$ cat config.mk
export PLATFORM = sky130hd
export DESIGN_NAME = mips_multicycle_ctrl
export DESIGN_NICKNAME = d
export VERILOG_FILES = /design/src/rtl/mips_pkg.sv /design/src/rtl/mips_alu_decode.sv /design/src/rtl/mips_multicycle_ctrl.sv
export SDC_FILE = /design/constraint.sdc
export NUM_CORES = 1
export LEC_CHECK = 0
export BUFFER_PORTS_ARGS = -buffer_cell sky130_fd_sc_hd__buf_2
export CAP_MARGIN = 20
export CORE_UTILIZATION = 30
export CTS_CLUSTER_SIZE = 8
export DETAILED_ROUTE_END_ITERATION = 12
export SKIP_LAST_GASP = 1
export SYNTH_ARGS = -nofsm -noshare
export SYNTH_HDL_FRONTEND = slang
export SYNTH_HIERARCHICAL = 1
export SYNTH_SLANG_ARGS = --single-unit
$ cat constraint.sdc
create_clock -name clock -period 3.5 [get_ports clock]
set_input_delay 0.35 -clock clock [delete_from_list [all_inputs] [get_ports clock]]
set_output_delay 0.35 -clock clock [all_outputs]
set_load 0.03 [all_outputs]
$ cat src/rtl/mips_pkg.sv
// Shared encodings for the MIPS multicycle control path: sequencer states,
// instruction fields, ALU operations and datapath mux selects.
package mips_pkg;

    typedef enum logic [3:0] {
        S_IDLE,
        S_FETCH,
        S_DECODE,
        S_MEM_ADDR,
        S_MEM_READ,
        S_MEM_WB,
        S_MEM_WRITE,
        S_EXECUTE,
        S_ALU_WB,
        S_BRANCH,
        S_JUMP,
        S_HALT
    } state_t;

    localparam logic [5:0] OP_RTYPE = 6'b000000;
    localparam logic [5:0] OP_LW    = 6'b100011;
    localparam logic [5:0] OP_SW    = 6'b101011;
    localparam logic [5:0] OP_BEQ   = 6'b000100;
    localparam logic [5:0] OP_J     = 6'b000010;

    localparam logic [5:0] FN_ADD = 6'b100000;
    localparam logic [5:0] FN_SUB = 6'b100010;
    localparam logic [5:0] FN_AND = 6'b100100;
    localparam logic [5:0] FN_OR  = 6'b100101;
    localparam logic [5:0] FN_SLT = 6'b101010;

    localparam logic [2:0] ALU_AND = 3'b000;
    localparam logic [2:0] ALU_OR  = 3'b001;
    localparam logic [2:0] ALU_ADD = 3'b010;
    localparam logic [2:0] ALU_SUB = 3'b110;
    localparam logic [2:0] ALU_SLT = 3'b111;

    localparam logic [1:0] SRCB_RT      = 2'b00;
    localparam logic [1:0] SRCB_FOUR    = 2'b01;
    localparam logic [1:0] SRCB_IMM     = 2'b10;
    localparam logic [1:0] SRCB_IMM_SH2 = 2'b11;

    localparam logic [1:0] PCSRC_ALU    = 2'b00;
    localparam logic [1:0] PCSRC_ALUOUT = 2'b01;
    localparam logic [1:0] PCSRC_JUMP   = 2'b10;

    typedef struct packed {
        logic       pc_write;
        logic       i_or_d;
        logic       mem_read;
        logic       mem_write;
        logic       ir_write;
        logic       reg_dst;
        logic       mem_to_reg;
        logic       reg_write;
        logic       alu_src_a;
        logic [1:0] alu_src_b;
        logic [1:0] pc_source;
        logic [2:0] alu_op;
        logic       halted;
    } ctrl_t;

    // Instruction class dispatch out of DECODE; unknown opcodes park in HALT.
    function automatic state_t decode_dispatch(input logic [5:0] op);
        state_t s;
        case (op)
            OP_LW, OP_SW: s = S_MEM_ADDR;
            OP_RTYPE:     s = S_EXECUTE;
            OP_BEQ:       s = S_BRANCH;
            OP_J:         s = S_JUMP;
            default:      s = S_HALT;
        endcase
        return s;
    endfunction

endpackage

$ cat src/rtl/mips_alu_decode.sv
// R-type function field decode: maps funct to an ALU operation and flags
// encodings the datapath does not implement.
module mips_alu_decode (
    input  logic [5:0] funct,
    output logic [2:0] alu_op,
    output logic       illegal
);
    import mips_pkg::*;

    always_comb begin
        alu_op  = ALU_ADD;
        illegal = 1'b0;
        case (funct)
            FN_ADD:  alu_op = ALU_ADD;
            FN_SUB:  alu_op = ALU_SUB;
            FN_AND:  alu_op = ALU_AND;
            FN_OR:   alu_op = ALU_OR;
            FN_SLT:  alu_op = ALU_SLT;
            default: illegal = 1'b1;
        endcase
    end

endmodule

$ cat src/rtl/mips_multicycle_ctrl.sv
// Multicycle MIPS sequencer: steps each instruction through fetch, decode,
// execute, memory and write-back, waiting on a shared memory's ready flag.
module mips_multicycle_ctrl (
    input  logic        clock,
    input  logic        reset_n,
    input  logic        run,
    input  logic [5:0]  opcode,
    input  logic [5:0]  funct,
    input  logic        zero,
    input  logic        mem_ready,
    output logic        pc_write,
    output logic        i_or_d,
    output logic        mem_read,
    output logic        mem_write,
    output logic        ir_write,
    output logic        reg_dst,
    output logic        mem_to_reg,
    output logic        reg_write,
    output logic        alu_src_a,
    output logic [1:0]  alu_src_b,
    output logic [1:0]  pc_source,
    output logic [2:0]  alu_op,
    output logic        halted,
    output logic [31:0] instr_retired
);
    import mips_pkg::*;

    state_t      r_state;
    state_t      w_next;
    ctrl_t       w_ctrl;
    logic [2:0]  w_exec_alu_op;
    logic        w_funct_illegal;
    logic        w_instr_end;
    logic [31:0] r_instr_retired;

    mips_alu_decode u_alu_decode (
        .funct   (funct),
        .alu_op  (w_exec_alu_op),
        .illegal (w_funct_illegal)
    );

    // A store retires on the cycle its write is accepted, not one cycle later.
    assign w_instr_end = (r_state == S_MEM_WB) || (r_state == S_ALU_WB) ||
                         (r_state == S_BRANCH) || (r_state == S_JUMP) ||
                         ((r_state == S_MEM_WRITE) && mem_ready);

    always_ff @(posedge clock) begin
        if (!reset_n) begin
            r_state <= S_IDLE;
        end else begin
            r_state <= w_next;
        end
    end

    always_comb begin
        w_next = r_state;
        case (r_state)
            S_IDLE:      if (run) w_next = S_FETCH;
            S_FETCH:     if (mem_ready) w_next = S_DECODE;
            S_DECODE:    w_next = decode_dispatch(opcode);
            S_MEM_ADDR:  w_next = (opcode == OP_LW) ? S_MEM_READ : S_MEM_WRITE;
            S_MEM_READ:  if (mem_ready) w_next = S_MEM_WB;
            S_EXECUTE:   w_next = w_funct_illegal ? S_HALT : S_ALU_WB;
            S_HALT:      w_next = S_HALT;
            S_MEM_WB, S_MEM_WRITE, S_ALU_WB, S_BRANCH, S_JUMP: w_next = r_state;
            default:     w_next = S_IDLE;
        endcase
        if (w_instr_end) begin
            w_next = run ? S_FETCH : S_IDLE;
        end
    end

    always_comb begin
        w_ctrl        = '0;
        w_ctrl.alu_op = ALU_ADD;
        case (r_state)
            S_IDLE: begin
                w_ctrl.alu_op = ALU_AND;
            end
            S_FETCH: begin
                w_ctrl.mem_read  = 1'b1;
                w_ctrl.i_or_d    = 1'b0;
                w_ctrl.alu_src_a = 1'b0;
                w_ctrl.alu_src_b = SRCB_FOUR;
                w_ctrl.pc_source = PCSRC_ALU;
                w_ctrl.ir_write  = mem_ready;
                w_ctrl.pc_write  = mem_ready;
            end
            S_DECODE: begin
                w_ctrl.alu_src_a = 1'b0;
                w_ctrl.alu_src_b = SRCB_IMM_SH2;
            end
            S_MEM_ADDR: begin
                w_ctrl.alu_src_a = 1'b1;
                w_ctrl.alu_src_b = SRCB_IMM;
            end
            S_MEM_READ: begin
                w_ctrl.mem_read = 1'b1;
                w_ctrl.i_or_d   = 1'b1;
            end
            S_MEM_WB: begin
                w_ctrl.reg_write  = 1'b1;
                w_ctrl.mem_to_reg = 1'b1;
                w_ctrl.reg_dst    = 1'b0;
            end
            S_MEM_WRITE: begin
                w_ctrl.mem_write = 1'b1;
                w_ctrl.i_or_d    = 1'b1;
            end
            S_EXECUTE: begin
                w_ctrl.alu_src_a = 1'b1;
                w_ctrl.alu_src_b = SRCB_RT;
                w_ctrl.alu_op    = w_exec_alu_op;
            end
            S_ALU_WB: begin
                w_ctrl.reg_write  = 1'b1;
                w_ctrl.reg_dst    = 1'b1;
                w_ctrl.mem_to_reg = 1'b0;
            end
            S_BRANCH: begin
                w_ctrl.alu_src_a = 1'b1;
                w_ctrl.alu_src_b = SRCB_RT;
                w_ctrl.alu_op    = ALU_SUB;
                w_ctrl.pc_source = PCSRC_ALUOUT;
                w_ctrl.pc_write  = zero;
            end
            S_JUMP: begin
                w_ctrl.pc_source = PCSRC_JUMP;
                w_ctrl.pc_write  = 1'b1;
            end
            S_HALT: begin
                w_ctrl.halted = 1'b1;
            end
            default: begin
                w_ctrl.alu_op = ALU_AND;
            end
        endcase
    end

    always_ff @(posedge clock) begin
        if (!reset_n) begin
            r_instr_retired <= '0;
        end else if (w_instr_end) begin
            r_instr_retired <= r_instr_retired + 32'd1;
        end
    end

    assign pc_write      = w_ctrl.pc_write;
    assign i_or_d        = w_ctrl.i_or_d;
    assign mem_read      = w_ctrl.mem_read;
    assign mem_write     = w_ctrl.mem_write;
    assign ir_write      = w_ctrl.ir_write;
    assign reg_dst       = w_ctrl.reg_dst;
    assign mem_to_reg    = w_ctrl.mem_to_reg;
    assign reg_write     = w_ctrl.reg_write;
    assign alu_src_a     = w_ctrl.alu_src_a;
    assign alu_src_b     = w_ctrl.alu_src_b;
    assign pc_source     = w_ctrl.pc_source;
    assign alu_op        = w_ctrl.alu_op;
    assign halted        = w_ctrl.halted;
    assign instr_retired = r_instr_retired;

endmodule
* After elaboration in Yosys (flattened, before gate mapping)
Cells that the tools add are included.
Widths: inputs -> output; s select.
** Word-level totals
- Bits in registers :: 36
- Logic and storage cells :: 62
** Cells by class
- Add/sub/neg operators :: 1
- Equal/unequal tests :: 24
- Muxes and demuxes :: 20
- Reductions and logical operators :: 15
** Operators by type and width (number)
- $eq 6x6->1 const B :: 7
- $add 32x1->32 const B :: 1
- $pmux 4 s8 :: 1
- $pmux 3 s4 :: 2
- $eq 4x3->1 const B :: 4
- $eq 4x4->1 const B :: 4
- $mux 4 :: 4
- $pmux 4 s4 :: 1
- $reduce_or 5->1 :: 2
- $ne 3x3->1 const B :: 3
- $pmux 3 s3 :: 1
- $reduce_or 9->1 :: 1
- $eq 4x2->1 const B :: 2
- $reduce_or 2->1 :: 4
- $eq 6x2->1 const B :: 1
- $eq 6x3->1 const B :: 1
- $logic_not 6->1 :: 1
- $mux 1 :: 6
- $pmux 3 s2 :: 1
- $eq 4x1->1 const B :: 1
- $logic_not 4->1 :: 1
- $logic_or 1x1->1 :: 4
- $mux 2 :: 2
- $pmux 2 s2 :: 1
- 4 further kinds :: 4

* Longest topological paths before layout
Gate-level depths: netlist of the first run.
- Word-level depth :: 7
- Depth in mapped cells :: 8
- Gate-level depth less buffers :: 6

* By module
The synthesis of the first run kept the hierarchy.
** Modules (own cells, without submodules)
- mips_multicycle_ctrl :: instances 1, cells an instance 266, area each 2119.5 um2, seq. area each 720.7 um2
- mips_alu_decode :: instances 1, cells an instance 10, area each 83.8 um2, seq. area each 0.0 um2

* Least setup slack after synthesis of the first run
OpenSTA, ideal clock, no wires.
- Path type :: reg2reg
- Start point :: register r_instr_retired[2], in the netlist instr_retired[2]
- End point :: register r_instr_retired[27], in the netlist instr_retired[27]
- Library setup time :: 70 ps
- Data arrival time :: 1857 ps
- Setup slack :: 1572 ps
- Stages on the path, launching flop included :: 6
- Buffers on the path :: 0
- Path through :: dfxtp_1 > nand4_2 > nor3_4 > o211ai_4 > or4_1 > a21oi_1
** Between the ends
- Cells in the longest elaborated chain, start to end :: 1
** Ends and longest elaborated chain
- from (decl) :: line mips_multicycle_ctrl.sv:34 : logic [31:0] r_instr_retired;
- from (signal assigned) :: line mips_multicycle_ctrl.sv:144 : r_instr_retired <= r_instr_retired + 32'd1;
- $add 32x1->32 :: line mips_multicycle_ctrl.sv:144
Every way passes these cells.
A chain may end at the register's enable or synchronous reset.

* Final worst setup path of the first run
- Start point :: register r_state[0]
- End point :: register r_instr_retired[26], in the netlist instr_retired[26]
** Between the ends
- Cells in the longest elaborated chain, start to end :: 5
** Ends and longest elaborated chain
- from (decl) :: line mips_multicycle_ctrl.sv:28 : state_t r_state;
- from (signal assigned) :: line mips_multicycle_ctrl.sv:51 : r_state <= w_next;
- $eq 4x3->1 / $eq 4x4->1 (equally long branches) :: line mips_multicycle_ctrl.sv:43 : assign w_instr_end = (r_state == S_MEM_WB) || (r_state == S_ALU_WB) ||
- $logic_or 1x1->1 (2 in a row) :: line mips_multicycle_ctrl.sv:43
- $logic_or 1x1->1 :: line mips_multicycle_ctrl.sv:44 : (r_state == S_BRANCH) || (r_state == S_JUMP) ||
- $logic_or 1x1->1 (*) :: line mips_multicycle_ctrl.sv:44
Every way passes the cells marked *; elsewhere a longest branch is shown, timed or not.

==> impl_metrics.env, run 1 <==
export IMPL_cts_hold_buf=0
export IMPL_initial_core_util_pct=31.73
export IMPL_fin_skew_ns=0.008355
export IMPL_power_density_nw_per_um2=462.0
export IMPL_post_dp_hpwl_um=3906
export IMPL_areaGrowthSynthToFinish_pct=22.37
export IMPL_postLayoutCellArea_sq_um=2696
export IMPL_p_int_mw=0.7973
export IMPL_synth_most_common_cell="dfxtp_1"
export IMPL_finalSetupViolations=0
export IMPL_avgRoutedWirePerCell_um=12.71
export IMPL_cp_start_kind="flip-flop"
export IMPL_cap_violations=0
export IMPL_clock_sinks=36
export IMPL_grt_pass1_wl_um=9066
export IMPL_die_area_sq_um=7691
export IMPL_layout_drive_gt1_share_pct=25.23
export IMPL_r2r_end="instr_retired[26]$_SDFFE_PN0P_"
export IMPL_min_to="instr_retired[8]$_SDFFE_PN0P_"
export IMPL_grt_pass1_vias=1907
export IMPL_p_total_mw=1.246
export IMPL_clockBufferDepth=2
export IMPL_coreArea_sq_um=6944
export IMPL_yosys_area_top_type="dfxtp_1"
export IMPL_required_ns=3.71
export IMPL_crit_fanout=17
export IMPL_swShare_pct=36.00
export IMPL_grt_max_degree=28
export IMPL_crit_chain="nand2b_1, a21oi_4, o211ai_4, or4_1, a21oi_1"
export IMPL_crit_path_end_kind="flip-flop"
export IMPL_cts_root_buffer="clkbuf_8"
export IMPL_yosys_top_cells_count="dfxtp_1 (36), nor2_1 (28), a21oi_1 (21), nand2_1 (21), o31ai_1 (13)"
export IMPL_synth_seq_cells=36
export IMPL_die_x_um=87.70
export IMPL_p_sw_mw=0.4484
export IMPL_worstHoldPathCells=2
export IMPL_drc=0
export IMPL_ys_warn_count=6
export IMPL_dr_pass1_iters=4
export IMPL_portBuffers=65
export IMPL_critPathKind="flip-flop to flip-flop"
export IMPL_synth_ff_type="dfxtp_1"
export IMPL_gp_congestion=0.8054
export IMPL_nNetsFinal=350
export IMPL_ys_async_sr_fraction_pct=0
export IMPL_clkTransAtPathRegs_ns=0.08
export IMPL_slowest_delay_ns=0.69
export IMPL_overflow=0
export IMPL_place_inst=421
export IMPL_hp_start="reset_n"
export IMPL_fmax_ghz=0.4019
export IMPL_status="finished clean"
export IMPL_clk_insertion_delay_late_ns=0.28
export IMPL_mappedNetlistArea_sq_um=2203
export IMPL_slew_headroom_pct=50.58
export IMPL_drtIter0Drc=75
export IMPL_worst_path_max_delay_cell="dfxtp_1"
export IMPL_rrSetupSlack_ns=1.01
export IMPL_cts_resized_gates=0
export IMPL_leakage_nw=1.068
export IMPL_p_clk_share_pct=32.3
export IMPL_fp_dieH_um=87.70
export IMPL_rows=30
export IMPL_antenna_found_initial=0
export IMPL_vias=2201
export IMPL_r2r_cells=5
export IMPL_synth_area_leaders="dfxtp_1 (33%), a21oi_1 (4.8%), nor2_1 (4.8%)"
export IMPL_min_period_over_period_pct=71.10
export IMPL_r2r_start="r_state[0]$_SDFFE_PN0P_"
export IMPL_final_hold_viol_count=0
export IMPL_cts_tree="built"
export IMPL_syn_num_nets=294
export IMPL_diodes=0
export IMPL_num_io_pins=66
export IMPL_worstPathArrival_ns=2.70
export IMPL_peakVddDrop_uv=244.1
export IMPL_synth_edf_count=0
export IMPL_postCtsSetupBuffers=0
export IMPL_rsz0062_at_grt="false"
export IMPL_final_cell_count_no_fill=429
export IMPL_hp_class="input port to flip-flop"
export IMPL_fin_hold_ws_ns=0.4389
export IMPL_worstMarginPinSlew_ns=0.7392
export IMPL_synth_top_area_share_pct=32.71
export IMPL_wl_um=5452
export IMPL_seq_area_frac_synth_pct=32.71
export IMPL_ant_nets=0
export IMPL_cts_buffers=5
export IMPL_seq_power_share_pct=38.2
export IMPL_placed_cell_area_sq_um=2570
export IMPL_synth_distinct_cells=52
export IMPL_p_comb_share_pct=29.5
export IMPL_h_tree_depth=2
export IMPL_syn_area_per_cell_sq_um=7.983
export IMPL_via_per_inst=5.131
export IMPL_grt_usage_pct=14.57
export IMPL_syn_inst=276
export IMPL_finalSetupTns_ns=0
export IMPL_finalMaxSlewViolations=0
export IMPL_layout_min_cycle_time_ns=2.488
## placed cells by master (no fill, tap or decap), types with 2 or more instances in the layout
master	instances
a21oi_1	21
a21oi_4	2
a22oi_1	2
a31oi_1	2
and2_1	7
and3_1	4
and4bb_1	2
buf_2	65
clkbuf_8	7
dfxtp_1	36
inv_1	11
mux2i_1	2
nand2_1	21
nand2b_1	7
nand3_1	9
nand4_1	4
nor2_1	28
nor2b_1	2
nor3_1	4
nor4_1	5
o2111ai_1	5
o211ai_1	5
o211ai_4	2
o21a_1	2
o21ai_0	12
o22ai_1	4
o31a_1	2
o31ai_1	13
or3_1	5
or4_1	10
xnor2_1	6
xor2_1	7
## critical path, delay by kind of cell (launching register included)
| kind | cells | cell delay (ns) |
|---|---|---|
| flops | 1 | 0.69 |
| simple gates | 2 | 0.86 |
| compound gates | 3 | 0.85 |
## area by class of cell
| class | instances | area [sq um] |
|---|---|---|
| repair buffers | 66 | 332.8 |
| inverters | 12 | 45.04 |
| flip-flops and latches | 36 | 720.7 |
| clock inverters | 1 | 30.03 |
| multi-input cells | 211 | 1351 |
| well taps | 96 | 120.1 |
| clock buffers | 7 | 96.34 |
| fillers | 741 | 4248 |
## kinds of logic (layout without fill, tap and decap cells)
family	Yosys count	count (layout)	synth area share (%)
multiplexers	2	2	0.9086
AND/OR/NAND/NOR	115	115	28.79
flip-flops	36	36	32.71
AO/OA/AOI/OAI	80	80	25.89
XOR/XNOR	13	13	5.168
adder cells (fa/ha/maj)	1	1	0.5678
buffers and inverters	29	86	5.962
## power by group through the flow
stage | clock network (mW) | logic, mW | registers [mW]
floorplan | 0 | 0.319 | 0.444
global placement | 0 | 0.363 | 0.483
detailed placement | 0 | 0.366 | 0.484
CTS | 0.413 | 0.367 | 0.474
global route | 0.429 | 0.398 | 0.481
finish | 0.402 | 0.367 | 0.476
## worst max path at each step
stage | from | to | slack [ns] | depth (start not counted)
floorplan | instr_retired[2]$_SDFFE_PN0P_ | instr_retired[27]$_SDFFE_PN0P_ | 1.57 | 5
global placement | r_state[1]$_SDFFE_PN0P_ | instr_retired[30]$_SDFFE_PN0P_ | 1.14 | 5
detailed placement | r_state[0]$_SDFFE_PN0P_ | instr_retired[26]$_SDFFE_PN0P_ | 1.05 | 5
CTS | r_state[0]$_SDFFE_PN0P_ | instr_retired[26]$_SDFFE_PN0P_ | 1.02 | 5
global route | r_state[0]$_SDFFE_PN0P_ | instr_retired[24]$_SDFFE_PN0P_ | 0.83 | 5
finish | r_state[0]$_SDFFE_PN0P_ | instr_retired[26]$_SDFFE_PN0P_ | 1.01 | 5
## sequential cells by signal, indices dropped and copies added (netlist names)
name,cells
r_state,4
instr_retired,32
## stage by stage
step	util, %	setup WS (ns)
5_1_grt	38.83	0.8313
3_5_place_dp	37.01	1.049
4_1_cts	38.83	1.023
6_report	38.83	1.012
2_1_floorplan	-	1.572
3_3_place_gp	37.01	1.137
## per-layer routing
metal | GRT usage [%] | routed length (um) | vias to the layer above
met4 | 3.130 | 25 | 0
met1 | 19.46 | 2573 | 1019
met2 | 24.52 | 2593 | 56
li1 | - | - | 1124
met3 | 2.545 | 260 | 2
met5 | 0 | 0 | -
Power figures use the tool's default switching activity.
==> inputs of run 2 (changes only) <==
==> constraint.sdc (replaced) <==
create_clock -name clock -period 2.58 [get_ports clock]
set_input_delay 0.258 -clock clock [delete_from_list [all_inputs] [get_ports clock]]
set_output_delay 0.258 -clock clock [all_outputs]
set_load 0.03 [all_outputs]
==> run 2 against run 1 <==
  * Clock skew shrank 0.0017 ns
  * First-iteration DRC count shrank 2.7%
  * Clock power increased by 8.5%
  * Worst hold slack worse by 0.088 ns
  * Via count is 1.2% higher
  * Final cell count is 0.93% higher
  * Global-route usage barely moved
  * Combinational power rose by 54%
  * Setup slack got worse by 0.58 ns
  * Sequential power is 27% higher
  * Register-to-register slack worse by 0.58 ns
  * Critical path type unchanged
==> impl_metrics.env, run 2 (synthesis results as in run 1) <==
export IMPL_status="finished clean"
export IMPL_dr_pass1_iters=4
export IMPL_fp_dieH_um=87.70
export IMPL_cts_resized_gates=0
export IMPL_required_ns=2.80
export IMPL_layout_common_cells="buf_2 (65), dfxtp_1 (36), nor2_1 (28)"
export IMPL_finalMaxSlewViolations=0
export IMPL_pre_cts_slack_ns=0.4613
export IMPL_gp_congestion=0.7820
export IMPL_postLayoutCellArea_sq_um=2704
export IMPL_portBuffers=65
export IMPL_crit_path_end_kind="flip-flop"
export IMPL_grt_pass1_wl_um=8873
export IMPL_nNetsFinal=355
export IMPL_leakage_nw=1.077
export IMPL_hp_start="reset_n"
export IMPL_coreArea_sq_um=6944
export IMPL_rsz0062_at_grt="false"
export IMPL_drc=0
export IMPL_r2r_start="r_state[2]$_SDFFE_PN0P_"
export IMPL_clock_sinks=36
export IMPL_cts_tree="built"
export IMPL_min_to="instr_retired[8]$_SDFFE_PN0P_"
export IMPL_finalSetupTns_ns=0
export IMPL_critPathKind="flip-flop to flip-flop"
export IMPL_place_inst=426
export IMPL_h_tree_depth=2
export IMPL_worst_path_max_delay_cell="dfxtp_1"
export IMPL_largest_reg_flops=32
export IMPL_slew_headroom_pct=61.06
export IMPL_num_io_pins=66
export IMPL_diodes=0
export IMPL_r2r_end="instr_retired[28]$_SDFFE_PN0P_"
export IMPL_placed_cell_area_sq_um=2608
export IMPL_initial_core_util_pct=31.73
export IMPL_clkTransAtPathRegs_ns=0.07
export IMPL_cts_buffers=5
export IMPL_fin_skew_ns=0.006658
export IMPL_n_fill_cell=741
export IMPL_cts_hold_buf=0
export IMPL_overflow=0
export IMPL_slowest_delay_ns=0.57
export IMPL_worstMarginPinSlew_ns=0.5780
export IMPL_ant_nets=0
export IMPL_postCtsSetupBuffers=0
export IMPL_layout_min_cycle_time_ns=2.145
export IMPL_fmax_ghz=0.4662
export IMPL_die_x_um=87.70
export IMPL_grt_usage_pct=14.61
export IMPL_cap_violations=0
export IMPL_worstPathArrival_ns=2.37
export IMPL_r2r_cells=5
export IMPL_avgRoutedWirePerCell_um=12.62
export IMPL_clk_insertion_delay_late_ns=0.29
export IMPL_setup_slack_ns=0.4352
export IMPL_crit_chain="nand2b_1, a21oi_4, o211ai_4, or4_1, a21oi_1"
export IMPL_crit_fanout=15
export IMPL_rows=30
export IMPL_power_density_nw_per_um2=592.5
export IMPL_worstHoldPathCells=2
export IMPL_grt_pass1_vias=1935
export IMPL_ff_latch_area_sq_um=720.7
export IMPL_via_per_inst=5.143
export IMPL_multi_input_area_sq_um=1351
export IMPL_peakVddDrop_uv=322.2
export IMPL_antenna_found_initial=0
export IMPL_areaGrowthSynthToFinish_pct=22.71
export IMPL_post_dp_hpwl_um=3967
export IMPL_cp_start_kind="flip-flop"
export IMPL_drtIter0Drc=73
export IMPL_vias=2227
export IMPL_final_cell_count_no_fill=433
export IMPL_hp_class="input port to flip-flop"
export IMPL_layout_drive_gt1_share_pct=26.11
export IMPL_clockBufferDepth=2
export IMPL_min_period_over_period_pct=83.13
export IMPL_final_hold_viol_count=0
export IMPL_finalSetupViolations=0
export IMPL_rrSetupSlack_ns=0.44
export IMPL_die_area_sq_um=7691
export IMPL_wl_um=5463
export IMPL_grt_max_degree=25
export IMPL_layout_commonest_cell="buf_2"
export IMPL_cts_root_buffer="clkbuf_8"
run 2: worst max-delay path by stage:
| stage | start | end | slack, ns | cells past startpoint |
|---|---|---|---|---|
| CTS | r_state[2]$_SDFFE_PN0P_ | instr_retired[23]$_SDFFE_PN0P_ | 0.44 | 5 |
| finish | r_state[2]$_SDFFE_PN0P_ | instr_retired[28]$_SDFFE_PN0P_ | 0.44 | 5 |
| detailed placement | r_state[2]$_SDFFE_PN0P_ | instr_retired[27]$_SDFFE_PN0P_ | 0.46 | 5 |
| global route | r_state[2]$_SDFFE_PN0P_ | instr_retired[27]$_SDFFE_PN0P_ | 0.24 | 5 |
| floorplan | instr_retired[2]$_SDFFE_PN0P_ | instr_retired[27]$_SDFFE_PN0P_ | 0.65 | 5 |
| global placement | r_state[2]$_SDFFE_PN0P_ | instr_retired[30]$_SDFFE_PN0P_ | 0.53 | 5 |
run 2: power breakdown:
part / internal (mW) / switching (mW) / total [mW]
Combinational: 0.186 / 0.378 / 0.564
Clock: 0.238 / 0.198 / 0.436
Sequential: 0.574 / 0.0292 / 0.603
Total: 0.998 / 0.604 / 1.60
run 2: through the flow:
stage	utilization, %	hold WS (ns)	power, mW
5_1_grt	38.94	0.3572	1.696
3_5_place_dp	37.55	0.4846	1.180
3_3_place_gp	37.55	0.4771	1.176
6_report	38.94	0.3512	1.602
2_1_floorplan	-	0.4105	1.034
4_1_cts	38.94	0.3381	1.623
run 2: cell type report:
type	instances	area share, %
clock buffer	7	3.563
multi-input combinational	211	49.98
tap	96	4.442
timing repair buffer	71	13.70
inverter	12	1.666
sequential	36	26.65
run 2: layer usage:
metal  global-route usage [%]  vias to the layer above  part of all wire, %
li1                         -                     1139                    -
met1                    18.37                     1015                   48
met2                    24.38                       67                   46
met3                    3.393                        6                  5.1
met4                    5.216                        0                  1.1
met5                        0                        -                    0
run 2: critical path: cells and delay by family, from the launching register on:
family,cells,cell delay (ns)
AO/OA/AOI/OAI,3,0.78
flip-flops,1,0.57
AND/OR/NAND/NOR,2,0.72
==> inputs of run 3 (changes only) <==
==> constraint.sdc (replaced) <==
create_clock -name clock -period 2.12 [get_ports clock]
set_input_delay 0.212 -clock clock [delete_from_list [all_inputs] [get_ports clock]]
set_output_delay 0.212 -clock clock [all_outputs]
set_load 0.03 [all_outputs]
==> run 3 against run 2 <==
  * Count of clock-buffer cells in the layout up 1
  * Maximum frequency up 11%
  * Clock skew rose by 0.0011 ns
  * Sequential share of layout area down 0.45 points
  * Setup slack got worse by 0.25 ns
  * Highest routed layer unchanged
==> impl_metrics.env, run 3 (synthesis results as in run 1) <==
export IMPL_ant_nets=0
export IMPL_n_fill_cell=753
export IMPL_post_dp_hpwl_um=4153
export IMPL_cp_start_kind="flip-flop"
export IMPL_layout_commonest_cell="buf_2"
export IMPL_num_io_pins=66
export IMPL_postCtsSetupBuffers=0
export IMPL_layout_drive_gt1_share_pct=27.25
export IMPL_clock_sinks=36
export IMPL_cap_violations=0
export IMPL_worst_path_max_delay_cell="or4_1"
export IMPL_diodes=0
export IMPL_finalMaxSlewViolations=0
export IMPL_clk_insertion_delay_late_ns=0.29
export IMPL_cts_root_buffer="clkbuf_8"
export IMPL_setup_slack_ns=0.1875
export IMPL_layout_min_cycle_time_ns=1.933
export IMPL_dr_pass1_iters=4
export IMPL_p_int_mw=1.209
export IMPL_finalSetupViolations=0
export IMPL_peakVddDrop_uv=442.6
export IMPL_required_ns=2.34
export IMPL_status="finished clean"
export IMPL_fp_dieH_um=87.70
export IMPL_wl_um=5574
export IMPL_multi_input_area_sq_um=1351
export IMPL_largest_reg_flops=32
export IMPL_coreArea_sq_um=6944
export IMPL_worstMarginPinSlew_ns=0.4465
export IMPL_areaGrowthSynthToFinish_pct=24.82
export IMPL_final_hold_viol_count=0
export IMPL_drc=0
export IMPL_via_per_inst=5.188
export IMPL_overflow=0
export IMPL_grt_pass1_wl_um=9149
export IMPL_hp_class="input port to flip-flop"
export IMPL_r2r_start="instr_retired[3]$_SDFFE_PN0P_"
export IMPL_crit_fanout=16
export IMPL_worstPathArrival_ns=2.16
export IMPL_h_tree_depth=2
export IMPL_p_comb_share_pct=36.6
export IMPL_die_x_um=87.70
export IMPL_gp_congestion=0.7973
export IMPL_slew_headroom_pct=69.96
export IMPL_slowest_delay_ns=0.54
export IMPL_nNetsFinal=362
export IMPL_die_area_sq_um=7691
export IMPL_seq_power_share_pct=37.6
export IMPL_vias=2288
export IMPL_cts_hold_buf=0
export IMPL_layout_common_cells="buf_2 (65), dfxtp_1 (36), nor2_1 (28)"
export IMPL_grt_usage_pct=15.00
export IMPL_rrSetupSlack_ns=0.19
export IMPL_fin_skew_ns=0.007801
export IMPL_clkTransAtPathRegs_ns=0.07
export IMPL_clockBufferDepth=2
export IMPL_ff_latch_area_sq_um=720.7
export IMPL_cts_resized_gates=0
export IMPL_drtIter0Drc=86
export IMPL_crit_path_end_kind="flip-flop"
export IMPL_r2r_end="instr_retired[29]$_SDFFE_PN0P_"
export IMPL_cts_tree="built"
export IMPL_p_sw_mw=0.7396
export IMPL_avgRoutedWirePerCell_um=12.64
export IMPL_initial_core_util_pct=31.73
export IMPL_min_period_over_period_pct=91.16
export IMPL_power_density_nw_per_um2=708.5
export IMPL_crit_chain="nand4_2, nor3_4, o211ai_4, or4_1, a21oi_1"
export IMPL_fin_hold_ws_ns=0.3504
export IMPL_fmax_ghz=0.5175
export IMPL_crit_start="instr_retired[3]$_SDFFE_PN0P_"
export IMPL_critPathKind="flip-flop to flip-flop"
export IMPL_cts_buffers=5
export IMPL_swShare_pct=37.96
export IMPL_crit_end="instr_retired[29]$_SDFFE_PN0P_"
export IMPL_leakage_nw=1.108
export IMPL_rows=30
export IMPL_portBuffers=65
export IMPL_grt_pass1_vias=1996
export IMPL_rsz0062_at_grt="false"
export IMPL_pre_cts_slack_ns=0.1921
export IMPL_r2r_cells=5
export IMPL_antenna_found_initial=0
export IMPL_finalSetupTns_ns=0
export IMPL_p_clk_share_pct=25.7
export IMPL_grt_max_degree=24
-- run 3: layout make-up --
type | count | share of cell area, %
Timing Repair Buffer | 78 | 15.38
Clock buffer | 8 | 3.276
Multi-Input combinational cell | 211 | 49.14
Sequential cell | 36 | 26.21
Inverter | 12 | 1.638
Tap cell | 96 | 4.368
-- run 3: routing by layer --
metal	global-route usage, %	routed length, um
met5	0	0
met1	18.70	2660
met3	3.393	269
met4	4.024	64
met2	25.93	2580
-- run 3: how the worst min path moves through the flow --
stage | start | to | slack (ns) | cells past startpoint
detailed placement | instr_retired[31]$_SDFFE_PN0P_ | instr_retired[31]$_SDFFE_PN0P_ | 0.48 | 2
global placement | instr_retired[31]$_SDFFE_PN0P_ | instr_retired[31]$_SDFFE_PN0P_ | 0.46 | 2
finish | opcode[3] | r_state[1]$_SDFFE_PN0P_ | 0.35 | 4
CTS | opcode[3] | r_state[1]$_SDFFE_PN0P_ | 0.35 | 4
global route | mem_ready | r_state[0]$_SDFFE_PN0P_ | 0.37 | 3
floorplan | reset_n | r_state[3]$_SDFFE_PN0P_ | 0.36 | 1
-- run 3: per-stage QoR --
stage                     utilization [%]  instances  area [sq um]  total power, mW
after global placement              38.31        433          2660            1.458
after global routing                39.60        441          2750            2.068
after detailed placement            38.31        433          2660            1.462
after CTS                           39.60        441          2750            1.965
final                               39.60        441          2750            1.949
after floorplan                         -        276          2203            1.259
-- run 3: power groups by stage --
stage / logic [mW] / clock network, mW / registers [mW]
after global routing: 0.782 / 0.549 / 0.738
final: 0.714 / 0.501 / 0.733
after CTS: 0.717 / 0.515 / 0.733
after global placement: 0.711 / 0 / 0.747
after floorplan: 0.526 / 0 / 0.733
after detailed placement: 0.714 / 0 / 0.748
-- run 3: critical path, delay by kind of cell, from the launching register on --
kind	cells	cell delay [ns]
compound gates	2	0.35
flops	1	0.41
simple gates	3	1.11
